### config.mk
export PLATFORM = sky130hd
export DESIGN_NAME = vga_timing_gen_flat
export DESIGN_NICKNAME = d
export VERILOG_FILES = /design/src/rtl/vga_timing_gen_if.sv /design/src/rtl/vga_timing_gen.sv /design/src/flat_wrapper.sv
export SDC_FILE = /design/constraint.sdc
export NUM_CORES = 1
export LEC_CHECK = 0
export CORE_MARGIN = 8
export CORE_UTILIZATION = 40
export CTS_CLUSTER_DIAMETER = 60
export DETAILED_ROUTE_END_ITERATION = 12
export PLACE_DENSITY = 0.65
export SLEW_MARGIN = 10
export SYNTH_ARGS = -nofsm -noshare
export SYNTH_HDL_FRONTEND = slang
export SYNTH_SLANG_ARGS = --single-unit
### constraint.sdc
create_clock -name clk -period 1.95 [get_ports clk]
set_input_delay 0.39 -clock clk [delete_from_list [all_inputs] [get_ports clk]]
set_output_delay 0.39 -clock clk [all_outputs]
set_load 0.02 [all_outputs]
### src/rtl/vga_timing_gen_if.sv
// Raster timing bundle shared between the VGA timing generator and the
// blocks that consume its pixel coordinates and sync pulses.
interface vga_timing_gen_if;

   logic       pclk_tick;
   logic [9:0] x_pixel;
   logic [9:0] y_pixel;
   logic       DE;
   logic       h_sync;
   logic       v_sync;
   logic       frame_start;

   // The timing generator drives every signal of the bundle
   modport master (
      output pclk_tick,
      output x_pixel,
      output y_pixel,
      output DE,
      output h_sync,
      output v_sync,
      output frame_start
   );

   // Pattern generators, pixel sources and the connector only listen
   modport slave (
      input pclk_tick,
      input x_pixel,
      input y_pixel,
      input DE,
      input h_sync,
      input v_sync,
      input frame_start
   );

endinterface

### src/rtl/vga_timing_gen.sv
// VGA raster timing generator. It divides the system clock down to a
// pixel-rate enable, walks a horizontal/vertical counter pair across the
// full raster (visible area plus blanking), and decodes DE, the sync pulses
// and a frame-start marker combinationally from those counters. Because
// every output comes from the same registered counters, all outputs change
// on the same clock edge.
module vga_timing_gen #(
   parameter int CLK_DIV   = 4,
   parameter int H_VISIBLE = 640,
   parameter int H_FRONT   = 16,
   parameter int H_SYNC    = 96,
   parameter int H_BACK    = 48,
   parameter int V_VISIBLE = 480,
   parameter int V_FRONT   = 10,
   parameter int V_SYNC    = 2,
   parameter int V_BACK    = 33,
   parameter int SYNC_POL  = 0
) (
   input logic               clk,
   input logic               reset,
   vga_timing_gen_if.master  vga
);

   localparam int H_TOTAL = H_VISIBLE + H_FRONT + H_SYNC + H_BACK;
   localparam int V_TOTAL = V_VISIBLE + V_FRONT + V_SYNC + V_BACK;
   localparam int DIV_W   = $clog2(CLK_DIV);

   localparam logic [DIV_W-1:0] DIV_LAST = DIV_W'(CLK_DIV - 1);
   localparam logic [9:0] H_LAST     = 10'(H_TOTAL - 1);
   localparam logic [9:0] V_LAST     = 10'(V_TOTAL - 1);
   localparam logic [9:0] H_VIS_END  = 10'(H_VISIBLE);
   localparam logic [9:0] V_VIS_END  = 10'(V_VISIBLE);
   localparam logic [9:0] H_SYNC_BEG = 10'(H_VISIBLE + H_FRONT);
   localparam logic [9:0] H_SYNC_END = 10'(H_VISIBLE + H_FRONT + H_SYNC);
   localparam logic [9:0] V_SYNC_BEG = 10'(V_VISIBLE + V_FRONT);
   localparam logic [9:0] V_SYNC_END = 10'(V_VISIBLE + V_FRONT + V_SYNC);
   localparam logic       SYNC_ACT   = (SYNC_POL != 0);

   logic [DIV_W-1:0] div_cnt;
   logic [9:0]       h_cnt;
   logic [9:0]       v_cnt;
   logic             tick;
   logic             h_last;
   logic             v_last;
   logic             in_hsync;
   logic             in_vsync;

   assign tick   = (div_cnt == DIV_LAST);
   assign h_last = (h_cnt == H_LAST);
   assign v_last = (v_cnt == V_LAST);

   // Clock divider: free-running modulo-CLK_DIV count; its last value is the
   // pixel-rate enable used by the raster counters and downstream blocks.
   always_ff @(posedge clk or posedge reset) begin
      if (reset) begin
         div_cnt <= '0;
      end else if (tick) begin
         div_cnt <= '0;
      end else begin
         div_cnt <= div_cnt + 1'b1;
      end
   end

   // Raster counters: the column advances once per pixel tick, and the row
   // advances only when the column wraps, so the end of the last line takes
   // both counters back to the origin in a single clock.
   always_ff @(posedge clk or posedge reset) begin
      if (reset) begin
         h_cnt <= '0;
         v_cnt <= '0;
      end else if (tick) begin
         if (h_last) begin
            h_cnt <= '0;
            if (v_last) begin
               v_cnt <= '0;
            end else begin
               v_cnt <= v_cnt + 1'b1;
            end
         end else begin
            h_cnt <= h_cnt + 1'b1;
         end
      end
   end

   // Output decode: pure functions of the registered counters, so the sync
   // pulses, DE and coordinates never skew relative to one another.
   always_comb begin
      in_hsync        = (h_cnt >= H_SYNC_BEG) && (h_cnt < H_SYNC_END);
      in_vsync        = (v_cnt >= V_SYNC_BEG) && (v_cnt < V_SYNC_END);
      vga.pclk_tick   = tick;
      vga.x_pixel     = h_cnt;
      vga.y_pixel     = v_cnt;
      vga.DE          = (h_cnt < H_VIS_END) && (v_cnt < V_VIS_END);
      vga.h_sync      = in_hsync ? SYNC_ACT : ~SYNC_ACT;
      vga.v_sync      = in_vsync ? SYNC_ACT : ~SYNC_ACT;
      vga.frame_start = tick && h_last && v_last;
   end

endmodule

### src/flat_wrapper.sv
// flat-port wrapper written by rule: the top's interface ports become plain ports
module vga_timing_gen_flat 
#(
   parameter int CLK_DIV   = 4,
   parameter int H_VISIBLE = 640,
   parameter int H_FRONT   = 16,
   parameter int H_SYNC    = 96,
   parameter int H_BACK    = 48,
   parameter int V_VISIBLE = 480,
   parameter int V_FRONT   = 10,
   parameter int V_SYNC    = 2,
   parameter int V_BACK    = 33,
   parameter int SYNC_POL  = 0
)
  (clk, reset, vga_pclk_tick, vga_x_pixel, vga_y_pixel, vga_DE, vga_h_sync, vga_v_sync, vga_frame_start);
  vga_timing_gen_if vga_i ();
  input logic clk;
  input logic reset;
  output wire logic [$bits(vga_i.pclk_tick)-1:0] vga_pclk_tick;
  output wire logic [$bits(vga_i.x_pixel)-1:0] vga_x_pixel;
  output wire logic [$bits(vga_i.y_pixel)-1:0] vga_y_pixel;
  output wire logic [$bits(vga_i.DE)-1:0] vga_DE;
  output wire logic [$bits(vga_i.h_sync)-1:0] vga_h_sync;
  output wire logic [$bits(vga_i.v_sync)-1:0] vga_v_sync;
  output wire logic [$bits(vga_i.frame_start)-1:0] vga_frame_start;
  assign vga_pclk_tick = vga_i.pclk_tick;
  assign vga_x_pixel = vga_i.x_pixel;
  assign vga_y_pixel = vga_i.y_pixel;
  assign vga_DE = vga_i.DE;
  assign vga_h_sync = vga_i.h_sync;
  assign vga_v_sync = vga_i.v_sync;
  assign vga_frame_start = vga_i.frame_start;
  vga_timing_gen #(.CLK_DIV(CLK_DIV), .H_VISIBLE(H_VISIBLE), .H_FRONT(H_FRONT), .H_SYNC(H_SYNC), .H_BACK(H_BACK), .V_VISIBLE(V_VISIBLE), .V_FRONT(V_FRONT), .V_SYNC(V_SYNC), .V_BACK(V_BACK), .SYNC_POL(SYNC_POL)) u_core (.clk(clk), .reset(reset), .vga(vga_i));
endmodule
==> metrics <==
antenna violations before repair=0; final WL=3.22 mm; largest net degree at the start of global routing=23; number of enable flip-flop cells after synthesis=0; fin. max-slew vios=0; Distinct cells, synth=33; placed cell areas=1760 um2; Peak VDD IR=224 uV; mapped cell area=1240 um2; final setup violation count=1; Worst R2R Start=u_core.vga.x_pixel[0]$_DFFE_PP0P_; first-pass GRT wire length=5.45 mm; Final period util=112%; M1 WL=1.39 mm; die area=5130 um2; FFs w/ async S/R, synth=100%; chip height=71.7 um; vias in the first global route=1164; CTS H-tree depth=1; CORE AREA=3000 um2; Leak=0.900 nW; post-DP HPWL=2.47 mm; Comb pwr share=1.5%; Avg WL per Cell=15.0 um; RSZ-0062 raised after global routing=yes; YS warnings=0; Worst Path Class, Setup=register to output pin; measured slew at the worst slew-check pin=459 ps; worst-path fanout max=2; total global routing overflow=0; Final WS setup=-232 ps; number of synthesized register bits=22; die width=71.7 um; via count=1108; max_cap viols=0; routed length on met2=1.59 mm; clock skew=3.10 ps; Pre-Repair DR Iteration Count=4; total CTS buffers=3; Port Buffers=26; initial core utilization=41.3%; Post-Syn Instances=116; pwr/cell area=433 nW/um2; Syn Nets=123; Switch Pwr=0.152 mW; internal power=0.667 mW; Tmin final=2180 ps; FMAX=458 MHz; routed length on met3=202 um; Post-Layout Inst Area=1890 um2; io pins=27; TritonCTS clock tree=yes; gpl congestion=0.866; Avg Cell Area, Syn=10.7 um2; status=finished, violations left; reg2reg path depth=6; WP data required=1560 ps; sequential element share of the synthesized area=44.4%; clock power share=42.8%; GRT Util Overall=13.1%; Flop pwr share=55.7%; crit-path cells=inv_1 -> ha_1 -> nor4b_2 -> nand4_1 -> nor4_4 -> buf_4; startpoint types=register; Root Buffer Master=clkbuf_4; CP max-delay cell=dfrtp_1; drt drc=0; WP data arrival=1790 ps; Final Hold Fails=0; WHS=399 ps; CTS Hold Bufs=0; Routed Antenna Nets=0; Max transition margin=69.2%; r2r endpoint=u_core.vga.y_pixel[9]$_DFFE_PP0P_; Reg2Reg Setup Slack=180 ps; hold crit path type=primary input to asynchronous set/reset pin; diode count=0; failing checks=setup timing; Clk Latency, worst-skew pair=300 ps; Initial DRC Count=55; Sw Ratio=18.6%; vias per cell=5.18; Max Used Layer=met4; share of cells above drive strength 1=36.5%; clock buffer depth=2; Nets=189; Crit. End Element=output pin; Clock transition at path regs=130 ps; Total Power=0.819 mW; ys flop type=dfrtp_1; FP Rows=20; clk sinks=22; crit-path max cell delay=410 ps; Synth-to-Final Area Change=52.7%
==> cell usage after synthesis, drive strengths merged, types with 4 or more instances <==
cell   number  area (um2)
dfrtp      22         551
nor3        5        30.0
nor2       12        47.6
xnor2      11        96.3
ha          5        62.6
nand3      11        55.1
nand4       5        46.3
inv         6        22.5
nand2       6        22.5
nor4        5        80.1
buf         4        32.5
==> metal layers <==
metal,global-route usage (%),up-vias
met4,3.17,0
li1,-,533
met3,3.91,6
met1,14.5,546
met2,23.9,23
met5,0,-
==> cell usage in the layout (no fill, tap or decap), drive strengths merged, types with 2 or more instances in the layout <==
master and instances:
and3 3, buf 44, clkbuf 3, clkdlybuf4s50 19, dfrtp 22, dlymetal6s2s 2
ha 5, inv 6, nand2 6, nand3 11, nand4 5, nor2 12
nor3 5, nor4 5, nor4b 2, o21ai 3, xnor2 11, xor2 3
==> area by class of cell <==
type                       instances  area [um2]
clock buffer                       3        22.5
clock inverter                     1        30.0
fill                             244        1110
inverter                           6        22.5
multi-input combinational         83         661
sequential                        22         552
tap                               33        41.3
timing repair buffer              66         563
==> sequential cells by signal, summed over array words and instances, names as in the netlist <==
signal and flops:
u_core.vga.x_pixel 10, u_core.div_cnt 2, u_core.vga.y_pixel 10
==> critical path, delay by kind of cell, from the launching register on <==
kind | cells | cell delay [ps]
simple gates | 3 | 670
buf+inv | 2 | 260
flops | 1 | 410
fa+ha+maj | 1 | 150
==> what timing repair did <==
action,in CTS,in global routing
pin swaps,1,4
buffers inserted,0,6
setup endpoints to repair,6,5
resized for setup,24,12
==> cells by family (layout without fill, tap and decap cells) <==
logic type,Yosys count,count (layout),share of synthesized area (%)
adder cells (fa/ha/maj),5,5,5.05
buffers and inverters,11,76,4.85
multiplexers,1,1,0.909
XOR/XNOR,14,14,9.90
AO/OA/AOI/OAI,7,7,3.33
flip-flops,22,22,44.4
AND/OR/NAND/NOR,56,56,31.5
==> power by group through the flow <==
stage	Sequential [mW]	Clock, mW	Combinational [mW]
after floorplan	0.465	0	0.00681
after global placement	0.465	0	0.0130
after detailed placement	0.465	0	0.0132
after CTS	0.456	0.361	0.0133
after global routing	0.456	0.381	0.0146
final	0.456	0.351	0.0123
==> per-stage QoR <==
step | cells | util [%] | TNS [ps] | worst slack [ps]
3_5_place_dp | 204 | 58.5 | -574 | -389
4_1_cts | 208 | 60.3 | -189 | -189
5_1_grt | 214 | 63.0 | -347 | -323
6_report | 214 | 63.0 | -232 | -232
3_3_place_gp | 204 | 58.5 | -405 | -274
2_1_floorplan | 116 | - | 0 | 4.60
==> worst max path at each step <==
stage	startpoint	endpoint	slack, ps	cells after the start
2_1_floorplan	u_core.vga.y_pixel[0]$_DFFE_PP0P_	vga_frame_start	5	5
3_3_place_gp	u_core.vga.y_pixel[0]$_DFFE_PP0P_	vga_frame_start	-270	6
3_5_place_dp	u_core.vga.y_pixel[1]$_DFFE_PP0P_	vga_frame_start	-390	6
4_1_cts	u_core.vga.y_pixel[0]$_DFFE_PP0P_	vga_frame_start	-190	6
5_1_grt	u_core.vga.y_pixel[1]$_DFFE_PP0P_	vga_frame_start	-320	6
6_report	u_core.vga.y_pixel[1]$_DFFE_PP0P_	vga_frame_start	-230	6
Power figures use the tool's default switching activity.
